**config.mk**
```make
export PLATFORM = sky130hd
export DESIGN_NAME = multicycle_control_fsm
export DESIGN_NICKNAME = d
export VERILOG_FILES = /design/src/rtl/multicycle_control_fsm.sv
export SDC_FILE = /design/constraint.sdc
export NUM_CORES = 1
export LEC_CHECK = 0
export BUFFER_PORTS_ARGS = -buffer_cell sky130_fd_sc_hd__buf_2
export CAP_MARGIN = 40
export CORE_MARGIN = 2
export CORE_UTILIZATION = 40
export CTS_BUF_LIST = sky130_fd_sc_hd__clkbuf_4 sky130_fd_sc_hd__clkbuf_8 sky130_fd_sc_hd__clkbuf_16
export DETAILED_ROUTE_END_ITERATION = 12
export GPL_ROUTABILITY_DRIVEN = 0
export PLACE_DENSITY = 0.73
export SYNTH_ARGS = -nofsm -noshare
export SYNTH_HDL_FRONTEND = slang
export SYNTH_SLANG_ARGS = --single-unit
```
**constraint.sdc**
```tcl
create_clock -name clk -period 1.4 [get_ports clk]
set_input_delay 0.07 -clock clk [delete_from_list [all_inputs] [get_ports clk]]
set_output_delay 0.07 -clock clk [all_outputs]
set_load 0.02 [all_outputs]
```
**src/rtl/multicycle_control_fsm.sv**
```systemverilog
// Main controller for the multicycle RISC-V datapath: fetch, decode, execute, memory, writeback.
// Latency: lw 5, sw/R/I/jal 4, beq 3, illegal 2 cycles plus one per memory stall cycle.
// Backpressure: FETCH, MEMREAD and MEMWRITE hold until mem_ready; reset aborts at once with all enables low.
module multicycle_control_fsm #(
   parameter int STATE_W       = 4,
   parameter bit MEM_HANDSHAKE = 1'b1
) (
   input  logic               clk,
   input  logic               rst_n,
   input  logic [6:0]         op,
   input  logic               zero,
   input  logic               mem_ready,
   output logic               PCWrite,
   output logic               AdrSrc,
   output logic               MemWrite,
   output logic               IRWrite,
   output logic [1:0]         ResultSrc,
   output logic [1:0]         ALUSrcA,
   output logic [1:0]         ALUSrcB,
   output logic [1:0]         ImmSrc,
   output logic               RegWrite,
   output logic [1:0]         ALUOp,
   output logic [STATE_W-1:0] state,
   output logic               illegal_op
);

   localparam logic [6:0] OP_LW  = 7'b0000011;
   localparam logic [6:0] OP_SW  = 7'b0100011;
   localparam logic [6:0] OP_R   = 7'b0110011;
   localparam logic [6:0] OP_I   = 7'b0010011;
   localparam logic [6:0] OP_BEQ = 7'b1100011;
   localparam logic [6:0] OP_JAL = 7'b1101111;

   typedef enum logic [STATE_W-1:0] {
      S_FETCH    = STATE_W'(0),
      S_DECODE   = STATE_W'(1),
      S_MEMADR   = STATE_W'(2),
      S_MEMREAD  = STATE_W'(3),
      S_MEMWB    = STATE_W'(4),
      S_MEMWRITE = STATE_W'(5),
      S_EXECR    = STATE_W'(6),
      S_EXECI    = STATE_W'(7),
      S_ALUWB    = STATE_W'(8),
      S_BEQ      = STATE_W'(9),
      S_JAL      = STATE_W'(10)
   } state_t;

   state_t state_q;
   state_t state_d;
   logic   mem_ok;

   assign mem_ok = MEM_HANDSHAKE ? mem_ready : 1'b1;
   assign state  = state_q;

   always_ff @(posedge clk or negedge rst_n) begin
      if (!rst_n) begin
         state_q <= S_FETCH;
      end else begin
         state_q <= state_d;
      end
   end

   always_comb begin
      state_d    = S_FETCH;
      PCWrite    = 1'b0;
      AdrSrc     = 1'b0;
      MemWrite   = 1'b0;
      IRWrite    = 1'b0;
      RegWrite   = 1'b0;
      ResultSrc  = 2'b00;
      ALUSrcA    = 2'b00;
      ALUSrcB    = 2'b00;
      ALUOp      = 2'b00;
      illegal_op = 1'b0;

      // Immediate format follows the opcode in every state.
      case (op)
         OP_SW:   ImmSrc = 2'b01;
         OP_BEQ:  ImmSrc = 2'b10;
         OP_JAL:  ImmSrc = 2'b11;
         default: ImmSrc = 2'b00;
      endcase

      case (state_q)
         S_FETCH: begin
            ALUSrcB   = 2'b10;
            ResultSrc = 2'b10;
            IRWrite   = mem_ok;
            PCWrite   = mem_ok;
            state_d   = mem_ok ? S_DECODE : S_FETCH;
         end
         S_DECODE: begin
            ALUSrcA = 2'b01;
            ALUSrcB = 2'b01;
            case (op)
               OP_LW, OP_SW: state_d = S_MEMADR;
               OP_R:         state_d = S_EXECR;
               OP_I:         state_d = S_EXECI;
               OP_BEQ:       state_d = S_BEQ;
               OP_JAL:       state_d = S_JAL;
               default: begin
                  state_d    = S_FETCH;
                  illegal_op = 1'b1;
               end
            endcase
         end
         S_MEMADR: begin
            ALUSrcA = 2'b10;
            ALUSrcB = 2'b01;
            state_d = (op == OP_SW) ? S_MEMWRITE : S_MEMREAD;
         end
         S_MEMREAD: begin
            AdrSrc  = 1'b1;
            state_d = mem_ok ? S_MEMWB : S_MEMREAD;
         end
         S_MEMWB: begin
            ResultSrc = 2'b01;
            RegWrite  = 1'b1;
            state_d   = S_FETCH;
         end
         S_MEMWRITE: begin
            // Strobe stays up for the whole access, stalls included.
            AdrSrc   = 1'b1;
            MemWrite = 1'b1;
            state_d  = mem_ok ? S_FETCH : S_MEMWRITE;
         end
         S_EXECR: begin
            ALUSrcA = 2'b10;
            ALUOp   = 2'b10;
            state_d = S_ALUWB;
         end
         S_EXECI: begin
            ALUSrcA = 2'b10;
            ALUSrcB = 2'b01;
            ALUOp   = 2'b10;
            state_d = S_ALUWB;
         end
         S_ALUWB: begin
            RegWrite = 1'b1;
            state_d  = S_FETCH;
         end
         S_BEQ: begin
            ALUSrcA = 2'b10;
            ALUOp   = 2'b01;
            PCWrite = zero;
            state_d = S_FETCH;
         end
         S_JAL: begin
            // PC takes the target computed in DECODE; ALU forms OldPC+4 for the link write.
            ALUSrcA = 2'b01;
            ALUSrcB = 2'b10;
            PCWrite = 1'b1;
            state_d = S_ALUWB;
         end
         default: state_d = S_FETCH;
      endcase

      if (!rst_n) begin
         PCWrite  = 1'b0;
         MemWrite = 1'b0;
         IRWrite  = 1'b0;
         RegWrite = 1'b0;
      end
   end

endmodule

```
==> flow_metrics.env <==
export IMPL_htree_levels=1
export IMPL_grt_pass1_vias=776
export IMPL_drt_initial_drc_count=28
export IMPL_grt_max_degree=10
export IMPL_path_class="register to output pin"
export IMPL_setup_violations_final=13
export IMPL_end_kind="output pin"
export IMPL_grt_pass1_wl_um=3215
export IMPL_dr_total_vias=815
export IMPL_synth_top_area_share_pct=17.51
export IMPL_syn_area_um2=571.8
export IMPL_multi_input_area_um2=568.0
export IMPL_synthTopCellsByArea="dfrtp_1, nor2_1, buf_2"
export IMPL_powerDensity_mw_per_mm2=565.7
export IMPL_core_mm2=0.001318
export IMPL_cts_tree="built"
export IMPL_ys_warn_count=0
export IMPL_fill_cells=77
export IMPL_rsz0062_at_grt="yes"
export IMPL_peakVddDrop_mv=0.3446
export IMPL_root_buffer="clkbuf_4"
export IMPL_period_needed_ns=1.533
export IMPL_place_hpwl_um=1306
export IMPL_whs_ns=0.1275
export IMPL_numCtsBuffers=3
export IMPL_pin_count=31
export IMPL_synth_seq_cells=4
export IMPL_p_leak_uw=0.0004987
export IMPL_final_core_util_pct=83.00
export IMPL_synth_cells=82
export IMPL_fp_row_count=13
export IMPL_finalHoldViolations=0
export IMPL_nNetsFinal=140
export IMPL_required_ns=1.33
export IMPL_tightest_slew_ns=0.2548
export IMPL_port_buffers=30
export IMPL_ant_nets=0
export IMPL_violations="negative setup slack"
export IMPL_postSynthAreaPerCell_um2=6.973
export IMPL_area_delta_synth_final_pct=91.25
export IMPL_cts_sinks=4
export IMPL_path_clk_slew_ns=0.04
export IMPL_diodes=0
export IMPL_finalCritPeriodShare_pct=109.5
export IMPL_crit_path_start_kind="register"
export IMPL_drive_gt1_share_pct=61.72
export IMPL_yosys_area_top_type="dfrtp_1"
export IMPL_drc=0
export IMPL_die_area_mm2=0.001748
export IMPL_grt_usage_pct=23.11
export IMPL_relSlewSlack_pct=82.88
export IMPL_die_x_um=41.81
export IMPL_arrival_ns=1.46
export IMPL_max_freq_mhz=652.3
export IMPL_clk_latency_ns=0.24
export IMPL_floorplan_initialDensity_pct=43.40
export IMPL_viasPerCell=5.699
export IMPL_clockBufferDepth=2
export IMPL_syn_nets=93
export IMPL_layout_area_seq_um2=105.1
export IMPL_maxCapViolCount=0
export IMPL_seq_area_frac_synth_pct=17.51
export IMPL_antenna_found_initial=0
export IMPL_hp_class="primary input to register"
export IMPL_finalWirelength_um=2024
export IMPL_wire_per_inst_um=14.15
export IMPL_dr_pass1_iters=4
export IMPL_die_h_um=41.81
export IMPL_status="complete, but fails checks"
export IMPL_grt_overflow=0
export IMPL_setup_ws_ns=-0.1331
export IMPL_crit_fanout=6
export IMPL_largest_reg_flops=4
export IMPL_skew_ns=0.001065
export IMPL_drv_slew=0
export IMPL_synth_distinct_cells=36
==> cell usage in the layout (no fill, tap or decap), drive strengths merged, types with 2 or more instances in the layout <==
cell type and n:
nor4 2, or4b 2, nand2b 5, nor2 13, nor3 4, clkbuf 4
buf 48, a21oi 6, o21ai 3, dfrtp 4, o21a 2, nand2 6
xnor2 2, o22ai 2, nor2b 2, nand4 2, nand3b 2, xor2 2
nor3b 2
==> power breakdown <==
part           internal [uW]  switching, uW
registers                121           12.4
clock network            127           61.7
logic                    144            152
==> synth_stat cells <==
library cell  count
a211oi_1          1
a21boi_0          1
a21oi_1           6
a31oi_1           1
and2_1            1
and3_1            1
and3b_1           1
buf_2             7
dfrtp_1           4
inv_1             1
nand2_1           6
nand2b_1          4
nand2b_4          1
nand3_1           1
nand3b_1          2
nand4_1           2
nor2_1           13
nor2b_1           2
nor3_1            3
nor3_2            1
nor3b_1           2
nor4_1            2
nor4b_1           1
o21a_1            2
o21ai_0           1
o21ai_1           2
o22ai_1           1
o22ai_2           1
o311a_1           1
o31a_1            1
o31ai_1           1
or3_1             1
or4_1             1
or4b_1            2
xnor2_1           2
xor2_1            2
==> per-stage QoR <==
stage                     power, uW  setup WS, ns  cell area [um2]  TNS [ns]  std cells
final                         618.6       -0.1331             1094   -0.9164        143
after global routing          649.8       -0.1920             1094    -1.707        143
after CTS                     579.8       -0.1031             1031   -0.6561        143
after detailed placement      354.0      0.006242            830.8         0        131
after global placement        348.4       0.06291            830.8         0        131
after floorplan               272.0      -0.03114            625.6  -0.03114         82
==> worst paths after layout <==
check / start / endpoint / slack, ns / cells after the start
max: state[3]$_DFF_PN0_ / ALUSrcA[1] / -0.13 / 5
max in group asynchronous: rst_n / state[0]$_DFF_PN0_ / 1.03 / 2
min: op[0] / state[0]$_DFF_PN0_ / 0.13 / 3
max reg2reg: state[3]$_DFF_PN0_ / state[2]$_DFF_PN0_ / -0.11 / 5
min reg2reg: state[3]$_DFF_PN0_ / state[0]$_DFF_PN0_ / 0.69 / 2
min in group asynchronous: rst_n / state[2]$_DFF_PN0_ / 0.20 / 2
==> critical path, cell delays in order (launching register included) <==
cell,delay [ns]
dfrtp_2,0.41
buf_6,0.15
nor2b_4,0.05
and2_4,0.15
or3_4,0.32
buf_6,0.14
==> layer usage <==
metal | up-vias | part of all wire [%] | global-route usage [%]
li1 | 390 | - | -
met2 | 36 | 54 | 40.00
met1 | 384 | 40 | 28.12
met3 | 5 | 5.1 | 3.478
met5 | - | 0 | 0
met4 | 0 | 1.3 | 9.677
==> cells by family (layout without fill, tap and decap cells) <==
logic type / after synthesis / in the layout / synth area share (%)
simple gates: 47 / 47 / 47.48
compound gates: 19 / 19 / 22.10
buf+inv: 8 / 54 / 6.782
xor+xnor: 4 / 4 / 6.128
flops: 4 / 4 / 17.51
==> cell type report <==
class	count	share of cell area [%]
inverters	1	0.3432
well taps	15	1.716
repair buffers	49	33.64
clock buffers	4	2.746
flip-flops and latches	4	9.611
multi-input cells	70	51.95
==> timing repair <==
action,in CTS,in global routing
resized for setup,29,15
hold buffers,1,0
pin swaps,5,4
hold endpoints to repair,4,0
setup endpoints to repair,9,14
buffers inserted,8,1
No activity file was read; power rests on OpenSTA's default activity.
